$ cat config.mk
export PLATFORM = sky130hd
export DESIGN_NAME = serializer_10b
export DESIGN_NICKNAME = d
export VERILOG_FILES = /design/src/rtl/serializer_10b.sv
export SDC_FILE = /design/constraint.sdc
export NUM_CORES = 1
export LEC_CHECK = 0
export BUFFER_PORTS_ARGS = -buffer_cell sky130_fd_sc_hd__buf_2
export CELL_PAD_IN_SITES_DETAIL_PLACEMENT = 2
export CELL_PAD_IN_SITES_GLOBAL_PLACEMENT = 2
export CORE_ASPECT_RATIO = 0.75
export CORE_MARGIN = 2
export CORE_UTILIZATION = 35
export DETAILED_ROUTE_END_ITERATION = 6
export PLACE_DENSITY_LB_ADDON = 0.08
export SYNTH_ARGS = -nofsm -noshare
export SYNTH_HDL_FRONTEND = slang
export SYNTH_SLANG_ARGS = --single-unit
$ cat constraint.sdc
create_clock -name clk -period 2.3 [get_ports clk]
set_clock_uncertainty 0.15 [all_clocks]
set_input_delay 0.23 -clock clk [delete_from_list [all_inputs] [get_ports clk]]
set_output_delay 0.23 -clock clk [all_outputs]
set_load 0.005 [all_outputs]
$ cat src/rtl/serializer_10b.sv
// 10b symbol serializer: one-entry holding register feeding a 10-bit shift register,
// with K28.5 comma fill of alternating disparity whenever no data symbol is waiting.
module serializer_10b #(
  parameter int CNT_W = 16
) (
  input  logic             clk,
  input  logic             reset,
  input  logic             enable_i,
  input  logic [9:0]       symbol_i,
  input  logic             symbol_valid_i,
  output logic             symbol_ready_o,
  output logic             serial_o,
  output logic             sym_start_o,
  output logic             fill_o,
  output logic [CNT_W-1:0] sym_cnt_o
);

  typedef enum logic {OFF, RUN} state_t;

  localparam logic [9:0] COMMA_NEG = 10'h17C;
  localparam logic [9:0] COMMA_POS = 10'h283;

  state_t           r_state;
  state_t           w_next_state;
  logic [9:0]       r_shift;
  logic [9:0]       r_hold_data;
  logic             r_hold_full;
  logic [3:0]       r_bit_cnt;
  logic             r_fill;
  logic             r_rd_pos;
  logic [CNT_W-1:0] r_sym_cnt;

  logic [9:0]       w_comma;
  logic             w_accept;
  logic             w_slot_end;

  assign w_comma    = r_rd_pos ? COMMA_POS : COMMA_NEG;
  assign w_accept   = symbol_valid_i && symbol_ready_o;
  assign w_slot_end = (r_bit_cnt == 4'd9);
  assign sym_cnt_o  = r_sym_cnt;

  always_ff @(posedge clk or posedge reset) begin
    if (reset) r_state <= OFF;
    else       r_state <= w_next_state;
  end

  always_comb begin
    w_next_state = r_state;
    case (r_state)
      OFF:     if (enable_i)  w_next_state = RUN;
      RUN:     if (!enable_i) w_next_state = OFF;
      default: w_next_state = OFF;
    endcase
  end

  always_comb begin
    symbol_ready_o = 1'b0;
    serial_o       = 1'b0;
    sym_start_o    = 1'b0;
    fill_o         = 1'b0;
    if (r_state == RUN) begin
      symbol_ready_o = !r_hold_full;
      serial_o       = r_shift[0];
      sym_start_o    = (r_bit_cnt == 4'd0);
      fill_o         = r_fill;
    end
  end

  // Dropping enable abandons the symbol in flight and anything held; the comma
  // polarity deliberately survives so the disparity sequence continues on re-enable.
  always_ff @(posedge clk or posedge reset) begin
    if (reset) begin
      r_shift     <= '0;
      r_hold_data <= '0;
      r_hold_full <= 1'b0;
      r_bit_cnt   <= '0;
      r_fill      <= 1'b0;
      r_rd_pos    <= 1'b0;
      r_sym_cnt   <= '0;
    end else begin
      case (r_state)
        OFF: begin
          if (enable_i) begin
            r_shift   <= w_comma;
            r_fill    <= 1'b1;
            r_rd_pos  <= ~r_rd_pos;
            r_bit_cnt <= '0;
          end
        end
        RUN: begin
          if (!enable_i) begin
            r_hold_full <= 1'b0;
            r_bit_cnt   <= '0;
            r_shift     <= '0;
            r_fill      <= 1'b0;
          end else begin
            if (w_slot_end) begin
              r_bit_cnt <= '0;
              if (r_hold_full) begin
                r_shift     <= r_hold_data;
                r_hold_full <= 1'b0;
                r_fill      <= 1'b0;
                r_sym_cnt   <= r_sym_cnt + 1'b1;
              end else begin
                r_shift  <= w_comma;
                r_fill   <= 1'b1;
                r_rd_pos <= ~r_rd_pos;
              end
            end else begin
              r_shift   <= {1'b0, r_shift[9:1]};
              r_bit_cnt <= r_bit_cnt + 4'd1;
            end
            // Acceptance only happens with the holding register empty, so a symbol
            // taken on the slot-end edge waits for the following slot.
            if (w_accept) begin
              r_hold_data <= symbol_i;
              r_hold_full <= 1'b1;
            end
          end
        end
        default: ;
      endcase
    end
  end

endmodule

## After elaboration in Yosys (flattened, before gate mapping)

Cells that the tools add are included.
Widths: inputs -> output; s select.

- Add/subtract/negate cells: 2
- Muxes and demuxes: 28
- Bitwise gates (word level): 2
- Reductions and logical operators: 8
- Equal/unequal tests: 7

Operator list:

| kind | number |
|---|---|
| $mux 10 | 5 |
| $pmux 10 s2 | 1 |
| $add 16x1->16 const B | 1 |
| $mux 1 | 16 |
| $mux 4 | 3 |
| $pmux 4 s2 | 1 |
| $reduce_and 4->1 | 2 |
| $ne 2x2->1 const B | 3 |
| $add 4x1->4 const B | 1 |
| $eq 4x4->1 const B | 1 |
| $logic_not 4->1 | 1 |
| $pmux 1 s2 | 2 |
| $reduce_and 2->1 | 2 |
| $ne 3x1->1 const B | 1 |
| $ne 3x2->1 const B | 1 |
| $reduce_and 3->1 | 1 |
| $ne 2x1->1 const B | 1 |
| $not 1->1 | 2 |
| $logic_and 1x1->1 | 1 |
| $logic_not 1->1 | 1 |

- Logic and storage cells: 55
- Flip-flop bits (word level): 44

## Logic depth before layout (Yosys ltp)

- Depth in word-level cells: 5
- Depth in mapped cells: 7
- Gate-level depth less buffers: 4

## Least setup slack after synthesis

Ideal clock, no wire load.

- Path kind: flip-flop to flip-flop
- From: register r_bit_cnt[1]
- To: register r_sym_cnt[11], in the netlist sym_cnt_o[11]
- Period minus slack after synthesis: 1.802 ns
- Data arrival time: 1.529 ns
- Buffers on the path: 2
- Path slack: 0.498 ns
- Stages on the path, launching flop included: 7
- Data required time: 2.026 ns
- Path through: dfrtp_1 -> buf_6 -> nand4bb_1 -> buf_2 -> nor4_4 -> nand4_1 -> xnor2_1

- Cells in the longest elaborated chain, start to end: 2

Ends and longest elaborated chain:

| what | RTL line | source |
|---|---|---|
| start, declared | 28 | `logic [3:0] r_bit_cnt;` |
| start signal, assigned | 111 | `r_bit_cnt <= r_bit_cnt + 4'd1;` |
| $eq 4x4->1 | 39 | `assign w_slot_end = (r_bit_cnt == 4'd9);` |
| $reduce_and 4->1 (no source line) | n/a |  |
| end signal, assigned | 103 | `r_sym_cnt <= r_sym_cnt + 1'b1;` |
| end, declared | 31 | `logic [CNT_W-1:0] r_sym_cnt;` |

No other way between the ends.
A chain may end at the register's enable or synchronous reset.

## Final worst setup path

- From: register r_bit_cnt[1]
- To: register r_sym_cnt[8], in the netlist sym_cnt_o[8]

Same word-level chain as after synthesis.

==> impl_metrics.ini <==
[floorplanning]
die_area_um2 = 6620
die_h_um = 71.0
placement_rows = 24
start_util = 0.361
die_x_um = 93.3
ios = 34
core_um2 = 5800

[timing]
drv_slew = 0
fmax_mhz = 467
fin_tns_setup_ns = 0
setup_violations = 0
worst_pin_slew_ns = 0.627
timing.final.crit_share = 0.930
hold_violations = 0
min_period_ns = 2.14
rsz0062_at_grt = false
max_slew_margin = 0.579

[setup_path]
cp-start-kind = flip-flop
max_stage_delay_ns = 0.65
rrSetupSlack_ns = 0.16
path_cells = nand4bb_1 -> nor4_4 -> nand4_1 -> xnor2_1
path_class = flip-flop to flip-flop
crit_path_top_delay_cell = nor4_4
arrival_ns = 2.18
reg2regPathDepth = 4
critPathMaxFanout = 10
r2r-end = sym_cnt_o[8]$_DFFE_PP0P_
cp-startpoint = r_bit_cnt[1]$_DFFE_PP0P_
worstSetupEndpoint = sym_cnt_o[8]$_DFFE_PP0P_
end_kind = flip-flop
reg2reg_from = r_bit_cnt[1]$_DFFE_PP0P_
cp.required_ns = 2.34

[place]
placed_cells = 301
hpwl_mm = 3.93
port_buffers = 33
gp_congestion = 0.790

[clocking]
cts_buffers = 5
clk_latency_ns = 0.30
clk_path_buf_depth = 2
cts.sinks = 44
cts_tree = built
ctsResizeCount = 0
cts_max_level = 2
clock-root-buffer = clkbuf_8
clk_pin_slew_ns = 0.09

[global_route]
use_met3 = 0.0383
busiest_layer = met2
grt_antenna_before_repair = 0
grt_pass1_wl_mm = 9.80
grt_util_met2 = 0.325
grt_max_degree = 45
grt_pass1_vias = 1946
grt.overflow.total = 0
grt_use_total = 0.190
use_met1 = 0.242

[route]
vias = 1649
drtPass1Iterations = 3
drc = 0
wl_mm = 5.55
ant_nets = 0
vias_per_cell = 5.27
initialDrtViolationCount = 55
wl_per_cell_um = 17.7

[yosys]
synth-seq-area-share = 0.526
async_reset_ff_frac = 1.00
synth.distinct_cells = 34
synth_edf_count = 0
syn_nets = 212
synth_area_per_cell_um2 = 10.6
synth-main-ff-cell = dfrtp_1
syn_inst = 197
synth_area_um2 = 2090
ys_seq_elements = 44
ys_warn_count = 0

[run_status]
status = finished clean

[finish]
fillCellCount = 622
syn_to_final_growth_pct = 19.2
diodes = 0
multiInputGateArea_um2 = 915
nets = 249
layoutNonFillerInstCount = 313
drive_above_1_share = 0.260
ff_latch_area_um2 = 1100

[min_path]
whs_path_depth = 2
min_from = symbol_i[1]
hold_path_class = input port to flip-flop

[flow_run]
max_cap_violations = 0

[power_and_ir_drop]
power_density_nw_per_um2 = 756
peakVddDrop_v = 0.000279
leakage_uw = 0.00113
==> worst min path at each step <==
stage	end	slack, ns
3_5_place_dp	r_state$_DFF_PP0_	0.27
5_1_grt	r_hold_data[7]$_DFFE_PP0P_	0.002
2_1_floorplan	r_state$_DFF_PP0_	0.11
4_1_cts	r_hold_data[9]$_DFFE_PP0P_	0.001
6_report	r_hold_data[1]$_DFFE_PP0P_	0.01
3_3_place_gp	r_fill$_DFFE_PP0P_	0.25
==> cell type report <==
| class | count | area share |
|---|---|---|
| clock buffer | 5 | 0.0276 |
| clock inverter | 3 | 0.0171 |
| inverter | 5 | 0.00753 |
| multi-input combinational | 135 | 0.367 |
| sequential | 44 | 0.442 |
| tap | 78 | 0.0391 |
| timing repair buffer | 43 | 0.100 |
==> stage by stage <==
| step | setup slack, ns | area [um2] | total power, uW | utilization | hold WS (ns) |
|---|---|---|---|---|---|
| after floorplan | 0.498 | 2090 | 1190 | - | 0.111 |
| after global placement | 0.310 | 2340 | 1270 | 0.404 | 0.254 |
| after detailed placement | 0.148 | 2340 | 1300 | 0.404 | 0.274 |
| after CTS | 0.130 | 2490 | 1920 | 0.430 | 0.000958 |
| after global routing | 0.0275 | 2490 | 2010 | 0.430 | 0.00229 |
| final | 0.160 | 2490 | 1880 | 0.430 | 0.0128 |
==> synthesized netlist by cell type, drive strengths merged, types with 2 or more instances <==
master / n / area [um2]
and4: 2 / 17.5
nor2: 5 / 18.8
nand4: 5 / 31.3
o21ai: 10 / 50.1
mux2: 11 / 124
inv: 5 / 18.8
o32ai: 4 / 35.0
a211oi: 4 / 30.0
nor3: 5 / 30.0
a22oi: 2 / 15.0
dfrtp: 44 / 1100
nor4: 2 / 27.5
clkbuf: 10 / 37.5
xnor2: 16 / 140
buf: 3 / 20.0
and2: 4 / 25.0
and3: 3 / 18.8
nor2b: 7 / 43.8
a21oi: 11 / 55.1
o22ai: 7 / 43.8
nand2: 17 / 66.3
o211ai: 2 / 15.0
a21boi: 4 / 30.0
nand3: 9 / 45.0
==> flip-flops by register name, summed over array words and instances (netlist names) <==
register     cells
r_rd_pos         1
r_fill           1
r_state          1
r_shift         10
r_bit_cnt        4
r_hold_data     10
sym_cnt_o       16
r_hold_full      1
==> cells in the final DEF, fill, tap and decap left out, types with 7 or more instances in the layout <==
| cell | n |
|---|---|
| o21ai_0 | 10 |
| buf_2 | 33 |
| a21oi_1 | 11 |
| nand2_1 | 16 |
| xnor2_1 | 16 |
| mux2_2 | 11 |
| dfrtp_1 | 44 |
| o22ai_1 | 7 |
| nor2b_1 | 7 |
| nand3_1 | 9 |
==> routing by layer <==
metal  routed length, um  share of wire  up-vias
li1                    -              -      771
met1                2510           0.45      839
met2                2770           0.50       27
met3                 160          0.029       12
met4                 109          0.020        0
met5                   0              0        -
==> repair_timing <==
item,4_1_cts,5_1_grt
buffers inserted,0,0
endpoints found under the hold margin,47,0
hold buffers,4,0
==> critical path: cells and delay by family (launching register included) <==
kind          cells  cell delay (ns)
xor+xnor          1             0.17
flops             1             0.48
simple gates      3             1.23
==> power breakdown <==
group / total [uW] / switching (uW) / internal (uW)
sequential: 972 / 87.0 / 885
combinational: 315 / 163 / 152
clock: 597 / 276 / 322
total: 1880 / 526 / 1360
==> kinds of logic after synthesis <==
kind of cell | count (synthesis) | synth area share
compound gates | 44 | 0.131
buf+inv | 18 | 0.0365
fa+ha+maj | 1 | 0.00598
flops | 44 | 0.526
simple gates | 61 | 0.165
mux | 12 | 0.0640
xor+xnor | 17 | 0.0712
No activity file was read; power rests on OpenSTA's default activity.
